`config.mk`:
```
export PLATFORM = sky130hd
export DESIGN_NAME = id_ex_hazard_reg
export DESIGN_NICKNAME = d
export VERILOG_FILES = /design/src/rtl/id_ex_hazard_pkg.sv /design/src/rtl/id_ex_hazard_reg_load_use_detect.sv /design/src/rtl/id_ex_hazard_reg.sv
export SDC_FILE = /design/constraint.sdc
export NUM_CORES = 1
export LEC_CHECK = 0
export ABC_CLOCK_PERIOD_IN_PS = 11000
export CAP_MARGIN = 20
export CORE_AREA = 2 2 147 149
export CTS_CLUSTER_SIZE = 20
export DETAILED_ROUTE_END_ITERATION = 12
export DIE_AREA = 0 0 149 151
export PLACE_DENSITY = 0.75
export REMOVE_ABC_BUFFERS = 1
export SLEW_MARGIN = 20
export SYNTH_ARGS = -nofsm -noshare
export SYNTH_HDL_FRONTEND = slang
export SYNTH_HIERARCHICAL = 1
export SYNTH_SLANG_ARGS = --single-unit
```
`constraint.sdc`:
```
create_clock -name clk -period 11 [get_ports clk]
set_input_delay 1.1 -clock clk [delete_from_list [all_inputs] [get_ports clk]]
set_output_delay 1.1 -clock clk [all_outputs]
set_load 0.05 [all_outputs]
```
`src/rtl/id_ex_hazard_pkg.sv`:
```
// id_ex_hazard_pkg
//   Shared constants and types for the miniRV ID/EX pipeline register.
//   - Writeback-source encodings (WB_*), RF write-enable and operand-use levels.
//   - BUBBLE_* zero constants: the field values of an empty (NOP) EX slot.
//   - ex_bundle_t: the control/data bundle held by the ID/EX register.
//   - reg_hit(): one operand's register-dependency compare against the EX destination.
package id_ex_hazard_pkg;

    // Writeback source select (rf_wsel)
    localparam logic [1:0] WB_ALU  = 2'd0;
    localparam logic [1:0] WB_DREM = 2'd1;   // data-memory read (load)
    localparam logic [1:0] WB_PC4  = 2'd2;
    localparam logic [1:0] WB_EXT  = 2'd3;

    localparam logic RF_DISABLE = 1'b0;
    localparam logic RF_ENABLE  = 1'b1;
    localparam logic READ       = 1'b1;

    // A bubble is an all-zero bundle: no RF write, no DRAM write, no branch.
    localparam logic [31:0] BUBBLE_PC       = 32'd0;
    localparam logic [31:0] BUBBLE_DATA     = 32'd0;
    localparam logic [4:0]  BUBBLE_WR       = 5'd0;
    localparam logic [2:0]  BUBBLE_BRANCH   = 3'd0;
    localparam logic        BUBBLE_RF_WE    = RF_DISABLE;
    localparam logic [1:0]  BUBBLE_RF_WSEL  = 2'd0;
    localparam logic [3:0]  BUBBLE_ALU_OP   = 4'd0;
    localparam logic        BUBBLE_ALUB_SEL = 1'b0;
    localparam logic        BUBBLE_RAM_WE   = 1'b0;
    localparam logic        BUBBLE_HAVE     = 1'b0;

    typedef struct packed {
        logic [31:0] pc;
        logic [31:0] rd1;
        logic [31:0] rd2;
        logic [31:0] ext;
        logic [4:0]  wr;
        logic [2:0]  branch;
        logic        rf_we;
        logic [1:0]  rf_wsel;
        logic [3:0]  alu_op;
        logic        alub_sel;
        logic        ram_we;
        logic        have_inst;
    } ex_bundle_t;

    localparam ex_bundle_t BUBBLE = '{
        pc:        BUBBLE_PC,
        rd1:       BUBBLE_DATA,
        rd2:       BUBBLE_DATA,
        ext:       BUBBLE_DATA,
        wr:        BUBBLE_WR,
        branch:    BUBBLE_BRANCH,
        rf_we:     BUBBLE_RF_WE,
        rf_wsel:   BUBBLE_RF_WSEL,
        alu_op:    BUBBLE_ALU_OP,
        alub_sel:  BUBBLE_ALUB_SEL,
        ram_we:    BUBBLE_RAM_WE,
        have_inst: BUBBLE_HAVE
    };

    // True when an operand that is actually read matches the EX destination.
    function automatic logic reg_hit(input logic used, input logic [4:0] rs,
                                     input logic [4:0] wr);
        return (used == READ) && (rs == wr);
    endfunction

endpackage

```
`src/rtl/id_ex_hazard_reg_load_use_detect.sv`:
```
// load_use_detect
//   Combinational load-use comparator. Flags when the instruction in EX is a
//   real load writing a non-zero register that the instruction in ID reads.
//   Ports:
//     ex_valid, ex_rf_we, ex_rf_wsel, ex_wr : EX-stage instruction info
//     id_read1, id_read2, id_rs1, id_rs2    : ID-stage operand usage
//     load_use                              : hazard present this cycle
module load_use_detect
    import id_ex_hazard_pkg::*;
(
    input  logic       ex_valid,
    input  logic       ex_rf_we,
    input  logic [1:0] ex_rf_wsel,
    input  logic [4:0] ex_wr,
    input  logic       id_read1,
    input  logic       id_read2,
    input  logic [4:0] id_rs1,
    input  logic [4:0] id_rs2,
    output logic       load_use
);

    logic ex_is_load;

    // x0 is never a real destination, so it cannot create a dependency.
    assign ex_is_load = ex_valid && (ex_rf_we == RF_ENABLE) &&
                        (ex_rf_wsel == WB_DREM) && (ex_wr != 5'd0);

    assign load_use = ex_is_load &&
                      (reg_hit(id_read1, id_rs1, ex_wr) ||
                       reg_hit(id_read2, id_rs2, ex_wr));

endmodule

```
`src/rtl/id_ex_hazard_reg.sv`:
```
// id_ex_hazard_reg
//   ID/EX pipeline register of the 5-stage miniRV pipeline with load-use
//   hazard detection, branch flush and saturating stall/flush event counters.
//   Ports:
//     clk, rst (async, active high)
//     id_*           : decoder control bundle and ID-stage operands
//     ex_jump        : EX resolved a taken branch / JAL / JALR this cycle
//     ex_*           : registered bundle presented to EX
//     ex_valid       : EX holds a real instruction, not a bubble
//     stall_pc/stall_ifid : hold PC and IF/ID this cycle
//     flush_ifid     : zero IF/ID on the next edge
//     stall_cnt/flush_cnt : saturating event counters
module id_ex_hazard_reg
    import id_ex_hazard_pkg::*;
#(
    parameter int CNT_W = 32
) (
    input  logic             clk,
    input  logic             rst,
    input  logic [31:0]      id_pc,
    input  logic [31:0]      id_rd1,
    input  logic [31:0]      id_rd2,
    input  logic [31:0]      id_ext,
    input  logic [4:0]       id_rs1,
    input  logic [4:0]       id_rs2,
    input  logic [4:0]       id_wr,
    input  logic             id_read1,
    input  logic             id_read2,
    input  logic [2:0]       id_branch,
    input  logic             id_rf_we,
    input  logic [1:0]       id_rf_wsel,
    input  logic [3:0]       id_alu_op,
    input  logic             id_alub_sel,
    input  logic             id_ram_we,
    input  logic             id_have_inst,
    input  logic             ex_jump,
    output logic [31:0]      ex_pc,
    output logic [31:0]      ex_rd1,
    output logic [31:0]      ex_rd2,
    output logic [31:0]      ex_ext,
    output logic [4:0]       ex_wr,
    output logic [2:0]       ex_branch,
    output logic             ex_rf_we,
    output logic [1:0]       ex_rf_wsel,
    output logic [3:0]       ex_alu_op,
    output logic             ex_alub_sel,
    output logic             ex_ram_we,
    output logic             ex_have_inst,
    output logic             ex_valid,
    output logic             stall_pc,
    output logic             stall_ifid,
    output logic             flush_ifid,
    output logic [CNT_W-1:0] stall_cnt,
    output logic [CNT_W-1:0] flush_cnt
);

    localparam logic [CNT_W-1:0] CNT_ONE = {{(CNT_W-1){1'b0}}, 1'b1};
    localparam logic [CNT_W-1:0] CNT_MAX = '1;

    ex_bundle_t ex_q;
    ex_bundle_t id_bundle;
    logic       valid_q;
    logic       load_use;

    assign id_bundle = '{
        pc:        id_pc,
        rd1:       id_rd1,
        rd2:       id_rd2,
        ext:       id_ext,
        wr:        id_wr,
        branch:    id_branch,
        rf_we:     id_rf_we,
        rf_wsel:   id_rf_wsel,
        alu_op:    id_alu_op,
        alub_sel:  id_alub_sel,
        ram_we:    id_ram_we,
        have_inst: id_have_inst
    };

    load_use_detect u_load_use_detect (
        .ex_valid   (valid_q),
        .ex_rf_we   (ex_q.rf_we),
        .ex_rf_wsel (ex_q.rf_wsel),
        .ex_wr      (ex_q.wr),
        .id_read1   (id_read1),
        .id_read2   (id_read2),
        .id_rs1     (id_rs1),
        .id_rs2     (id_rs2),
        .load_use   (load_use)
    );

    // A flush discards the ID instruction anyway, so stalling it is pointless.
    assign stall_pc   = load_use && !ex_jump;
    assign stall_ifid = load_use && !ex_jump;
    assign flush_ifid = ex_jump;

    always_ff @(posedge clk or posedge rst) begin
        if (rst) begin
            ex_q      <= BUBBLE;
            valid_q   <= 1'b0;
            stall_cnt <= '0;
            flush_cnt <= '0;
        end else if (ex_jump) begin
            ex_q      <= BUBBLE;
            valid_q   <= 1'b0;
            if (flush_cnt != CNT_MAX) flush_cnt <= flush_cnt + CNT_ONE;
        end else if (load_use) begin
            // One bubble is enough: next cycle ex_wr belongs to the bubble.
            ex_q      <= BUBBLE;
            valid_q   <= 1'b0;
            if (stall_cnt != CNT_MAX) stall_cnt <= stall_cnt + CNT_ONE;
        end else begin
            ex_q      <= id_bundle;
            valid_q   <= id_have_inst;
        end
    end

    assign ex_pc        = ex_q.pc;
    assign ex_rd1       = ex_q.rd1;
    assign ex_rd2       = ex_q.rd2;
    assign ex_ext       = ex_q.ext;
    assign ex_wr        = ex_q.wr;
    assign ex_branch    = ex_q.branch;
    assign ex_rf_we     = ex_q.rf_we;
    assign ex_rf_wsel   = ex_q.rf_wsel;
    assign ex_alu_op    = ex_q.alu_op;
    assign ex_alub_sel  = ex_q.alub_sel;
    assign ex_ram_we    = ex_q.ram_we;
    assign ex_have_inst = ex_q.have_inst;
    assign ex_valid     = valid_q;

endmodule
```
# Word-level counts from Yosys, hierarchy flattened
# Cells that the tools add are included.
# Widths: inputs -> output; s select.
dict set report op_classes {
  addsub 2
  n_eq_ne 5
  mux 4
  bitwise_logic 1
  reduce_logical 12
}
# cell count
set ops {}
lappend ops {{$mux 146} 2}
lappend ops {{$add 32x1->32 const B} 2}
lappend ops {{$ne 32x32->1 const B} 2}
lappend ops {{$eq 5x5->1} 2}
lappend ops {{$logic_and 1x1->1} 7}
lappend ops {{$reduce_bool 5->1} 1}
lappend ops {{$reduce_and 3->1} 1}
lappend ops {{$eq 2x1->1 const B} 1}
lappend ops {{$mux 1} 2}
lappend ops {{$reduce_and 2->1} 1}
lappend ops {{$logic_not 1->1} 1}
lappend ops {{$logic_or 1x1->1} 1}
lappend ops {{$not 1->1} 1}
dict set report word_totals {
  ff_bits 211
  input_bits 161
  wordCells 39
}

# Logic depth before layout (Yosys ltp)
dict set report depth {
  word_depth 6
  ltp_mapped 9
}

# Cells and area by module
# The synthesis kept the hierarchy.
# module instances cells_each area_each_um2 seq_area_each_um2
set by_module_without_submodules {}
lappend by_module_without_submodules {id_ex_hazard_reg 1 599 7830.0 5255.0}
lappend by_module_without_submodules {load_use_detect 1 18 142.6 0.0}

# Worst setup path before layout
# OpenSTA, ideal clock, no wires.
dict set report synth_path {
  path_type {input to output}
  startpoint {in id_rs1[2]}
  endpoint {out stall_pc}
  arrival_ns 2.640
  required_ns 9.900
  path_slack_ns 7.260
  path_stages 7
  path_buffers 1
  path_cell_list {xor2_1 > nor4_1 > nand3_1 > a221oi_2 > nand2b_1 > inv_1 > buf_4}
}
dict set report synth_between {
  elab_chain_cells 5
}
# element line
set synth_lines {}
lappend synth_lines {{from (decl)} id_ex_hazard_reg.sv:24} ;# input logic [4:0] id_rs1,
lappend synth_lines {{$eq 5x5->1} id_ex_hazard_pkg.sv:64} ;# return (used == READ) && (rs == wr);
lappend synth_lines {{$logic_and 1x1->1} id_ex_hazard_pkg.sv:64}
lappend synth_lines {{$logic_or 1x1->1} id_ex_hazard_reg_load_use_detect.sv:29} ;# (reg_hit(id_read1, id_rs1, ex_wr) ||
lappend synth_lines {{$logic_and 1x1->1} id_ex_hazard_reg_load_use_detect.sv:28} ;# assign load_use = ex_is_load &&
lappend synth_lines {{named net load_use} id_ex_hazard_reg.sv:63} ;# logic load_use;
lappend synth_lines {{$logic_and 1x1->1} n/a}
lappend synth_lines {{to (decl)} id_ex_hazard_reg.sv:50} ;# output logic stall_pc,
# The timed path passes the listed nets, and every way through them passes these cells.

# Worst setup path after layout
dict set report layout_path {
  startpoint {in id_rs2[2]}
  endpoint {out stall_pc}
}
dict set report layout_between {
  elab_chain_cells 5
}
# element line
set layout_lines {}
lappend layout_lines {{from (decl)} id_ex_hazard_reg.sv:25} ;# input logic [4:0] id_rs2,
lappend layout_lines {{$eq 5x5->1} id_ex_hazard_pkg.sv:64}
lappend layout_lines {{$logic_and 1x1->1} id_ex_hazard_pkg.sv:64}
lappend layout_lines {{$logic_or 1x1->1} id_ex_hazard_reg_load_use_detect.sv:29}
lappend layout_lines {{$logic_and 1x1->1} id_ex_hazard_reg_load_use_detect.sv:28}
lappend layout_lines {{named net load_use} id_ex_hazard_reg.sv:63}
lappend layout_lines {{$logic_and 1x1->1} id_ex_hazard_reg.sv:93} ;# assign stall_pc = load_use && !ex_jump;
# The timed path passes the listed nets, and every way through them passes these cells.

==> results_dict.tcl <==
set metrics [dict create \
    status "finished clean" \
    clock-sinks 210 \
    grt_pass1_vias 6155 \
    start_util_pct 38.3 \
    ys_seq_area_share_pct 65.9 \
    ys_types 39 \
    syn_inst 617 \
    ys_warn_count 6 \
    synthSimpleGateAreaFrac_pct 22.5 \
    grt_pass1_wl_mm 34.5 \
    worstMarginPinSlew_ns 0.973 \
    avgViaCountPerCell 4.70 \
    avgSynthCellArea_um2 12.9 \
    reg2reg_depth 9 \
    core_um2 20800 \
    die_h_um 151 \
    dieArea_um2 22500 \
    slew_headroom_pct 35.1 \
    grt_overflow 0 \
    layout-drive-gt1-share_pct 5.44 \
    end_kind "primary output" \
    cp.arrival_ns 3.83 \
    synth_fa_ha_area_share_pct 0.314 \
    drt-total-wl_mm 23.2 \
    ir_worst_vdd_v 0.000105 \
    num_vias 6045 \
    r2r-start "ex_wr[2]" \
    grt_usage_pct 20.2 \
    port_buffers 374 \
    first_pass_iters 5 \
    synth_seq_cells 210 \
    htreeDepth 1 \
    cts_buffers 23 \
    whs_endpoint "flush_cnt[31]" \
    synth_xor_area_share_pct 7.69 \
    reg2reg_slack_ns 7.90 \
    rows 53 \
    finalSetupTns_ns 0 \
    period_needed_ns 4.93 \
    setup_violations 0 \
    hold_depth 1 \
    drc 0 \
    syn_area_um2 7970 \
    clock_skew_ns 0.0168 \
    nNetsFinal 1158 \
    fmax_mhz 203 \
    final_cells 1287 \
    gp_congestion 0.809 \
    path_class "in2out" \
    cts.repair.resized 0 \
    r2r-end "stall_cnt[25]" \
    first_iter_violations 214 \
    synthMuxAreaShare_pct 0.282 \
    syn_to_final_growth_pct 59.9 \
    hold_class "reg2reg" \
    ant_nets 0 \
    post_drt_wl_per_cell_um 18.1 \
    startpoint_type "input pin" \
    antenna_found_initial 1 \
    cts_tree "yes" \
    ios 375 \
    dp_cells 1245 \
    p_per_area_nw_per_um2 152 \
    required_ns 9.90 \
    fillers 1655 \
    cp_max_fo 3 \
    synth_compound_area_share_pct 1.87 \
    cts-hold-fix-buffers 0 \
    seqCellArea_um2 5260 \
    min_period_over_period_pct 44.8 \
    max_cap_violations 0 \
    synth_top_family_by_area "simple AND/OR/NAND/NOR gates" \
    clk_latency_ns 0.51 \
    clkTransAtPathRegs_ns 0.06 \
    cts_root_buffer "clkbuf_16" \
    final-hold-violation-count 0 \
    rsz0062_at_grt "false" \
    drv_slew 0 \
    hold_start "flush_cnt[31]" \
    p_total_mw 1.94 \
    post-cts-setup-buffers 0 \
    grt_max_degree 142 \
    die_w_um 149 \
    multi_input_area_um2 2610 \
    dp_hpwl_mm 17.3 \
    clk_path_buf_depth 3 \
    leakage_nw 5.46 \
]
==> worst max path at each step <==
stage	startpoint	end	slack, ns	cells after the start
detailed placement	id_rs2[2]	stall_ifid	6.13	8
global placement	id_rs2[2]	stall_pc	6.20	8
finish	id_rs2[2]	stall_pc	6.07	8
global route	id_rs2[2]	stall_pc	5.97	8
floorplan	rst	ex_alu_op[0]	4.16	1
CTS	id_rs2[2]	stall_ifid	6.14	8
==> through the flow <==
stage,hold WS (ns),instance area (um2),utilization (%),setup WS (ns)
2_1_floorplan,0.797,7870,-,4.16
3_3_place_gp,0.488,12000,57.6,6.20
3_5_place_dp,0.495,12000,57.7,6.13
4_1_cts,0.508,12700,61.2,6.14
5_1_grt,0.522,12700,61.2,5.97
6_report,0.498,12700,61.2,6.07
==> final cells by class <==
cell class	instances	share of cell area, %
clock buffers	32	5.17
multi-input cells	381	20.5
clock inverters	9	0.579
flip-flops and latches	210	41.2
repair buffers	377	29.7
well taps	275	2.70
diodes	1	0.0196
inverters	2	0.118
==> state kept, by name, summed over array words and instances (netlist names) <==
name          count
ex_branch         3
ex_alub_sel       1
ex_pc            32
ex_have_inst      1
ex_rf_wsel        2
ex_alu_op         4
ex_rf_we          1
flush_cnt        32
ex_rd1           32
ex_wr             5
ex_ram_we         1
stall_cnt        32
ex_rd2           32
ex_ext           32
==> synth_stat cells <==
cell type | number | area (um2)
a2111oi_4 | 2 | 55.1
and4_4 | 1 | 11.3
a31oi_2 | 1 | 12.5
ha_1 | 2 | 25.0
buf_1 | 1 | 3.75
o21bai_1 | 1 | 7.51
nand3_1 | 33 | 165
o311ai_0 | 1 | 8.76
a221oi_2 | 1 | 15.0
nor4b_2 | 1 | 15.0
nand2b_1 | 1 | 6.26
and3b_1 | 1 | 8.76
nor4_4 | 1 | 21.3
nand2_1 | 19 | 71.3
and3_1 | 16 | 100
nand2_2 | 1 | 6.26
o2111ai_1 | 1 | 8.76
nor3_1 | 7 | 35.0
a21oi_1 | 3 | 15.0
buf_2 | 3 | 15.0
nand4_4 | 1 | 21.3
dfrtp_1 | 210 | 5260
nor2_1 | 14 | 52.6
nand4_1 | 28 | 175
mux2_2 | 2 | 22.5
clkbuf_1 | 17 | 63.8
a41oi_1 | 1 | 8.76
nand4b_1 | 3 | 26.3
nand3_4 | 1 | 17.5
xnor2_1 | 55 | 482
o311a_1 | 1 | 10.0
xor2_1 | 15 | 131
and2_1 | 153 | 957
and4_1 | 7 | 61.3
inv_1 | 2 | 7.51
nor4_1 | 5 | 31.3
buf_4 | 3 | 22.5
a21o_1 | 1 | 7.51
nand4_2 | 1 | 12.5
==> layout by cell type (no fill, tap or decap), types with 2 or more instances in the layout <==
| cell | netlist | layout |
|---|---|---|
| nand3_1 | 33 | 33 |
| dfrtp_1 | 210 | 210 |
| ha_1 | 2 | 2 |
| clkbuf_16 | 0 | 23 |
| nand2_1 | 19 | 19 |
| nor2_1 | 14 | 13 |
| clkinv_2 | 0 | 7 |
| nand4_1 | 28 | 28 |
| and4_1 | 7 | 7 |
| nor4_1 | 5 | 5 |
| nand4b_1 | 3 | 3 |
| and3_1 | 16 | 16 |
| xnor2_1 | 55 | 55 |
| clkbuf_1 | 17 | 4 |
| clkbuf_8 | 0 | 5 |
| a2111oi_4 | 2 | 2 |
| xor2_1 | 15 | 15 |
| a21oi_1 | 3 | 3 |
| mux2_2 | 2 | 2 |
| and2_1 | 153 | 153 |
| clkdlybuf4s50_1 | 0 | 374 |
| buf_4 | 3 | 2 |
| nor3_1 | 7 | 7 |
==> cell families after synthesis <==
kind of cell	Yosys count
mux	2
compound gates	13
xor+xnor	70
simple gates	294
flops	210
fa+ha+maj	2
buf+inv	26
==> layer usage <==
layer	GRT usage [%]	vias up	part of all wire [%]
met5	0	-	0
met4	6.76	0	2.9
met3	8.58	46	11
met2	34.4	257	51
met1	22.9	2929	36
li1	-	2813	-
==> critical path, cell delays in order <==
cell             delay [ns]
clkdlybuf4s50_1        0.41
xor2_1                 0.15
nor4_1                 0.50
nand3_1                0.18
a221oi_2               0.41
nand2b_1               0.14
inv_1                  0.12
clkdlybuf4s50_1        0.81
==> where the power goes <==
part | switching, mW | internal [mW]
registers | 0.0276 | 0.813
logic | 0.218 | 0.145
clock network | 0.299 | 0.441
total | 0.545 | 1.40
No activity file was read; power rests on OpenSTA's default activity.
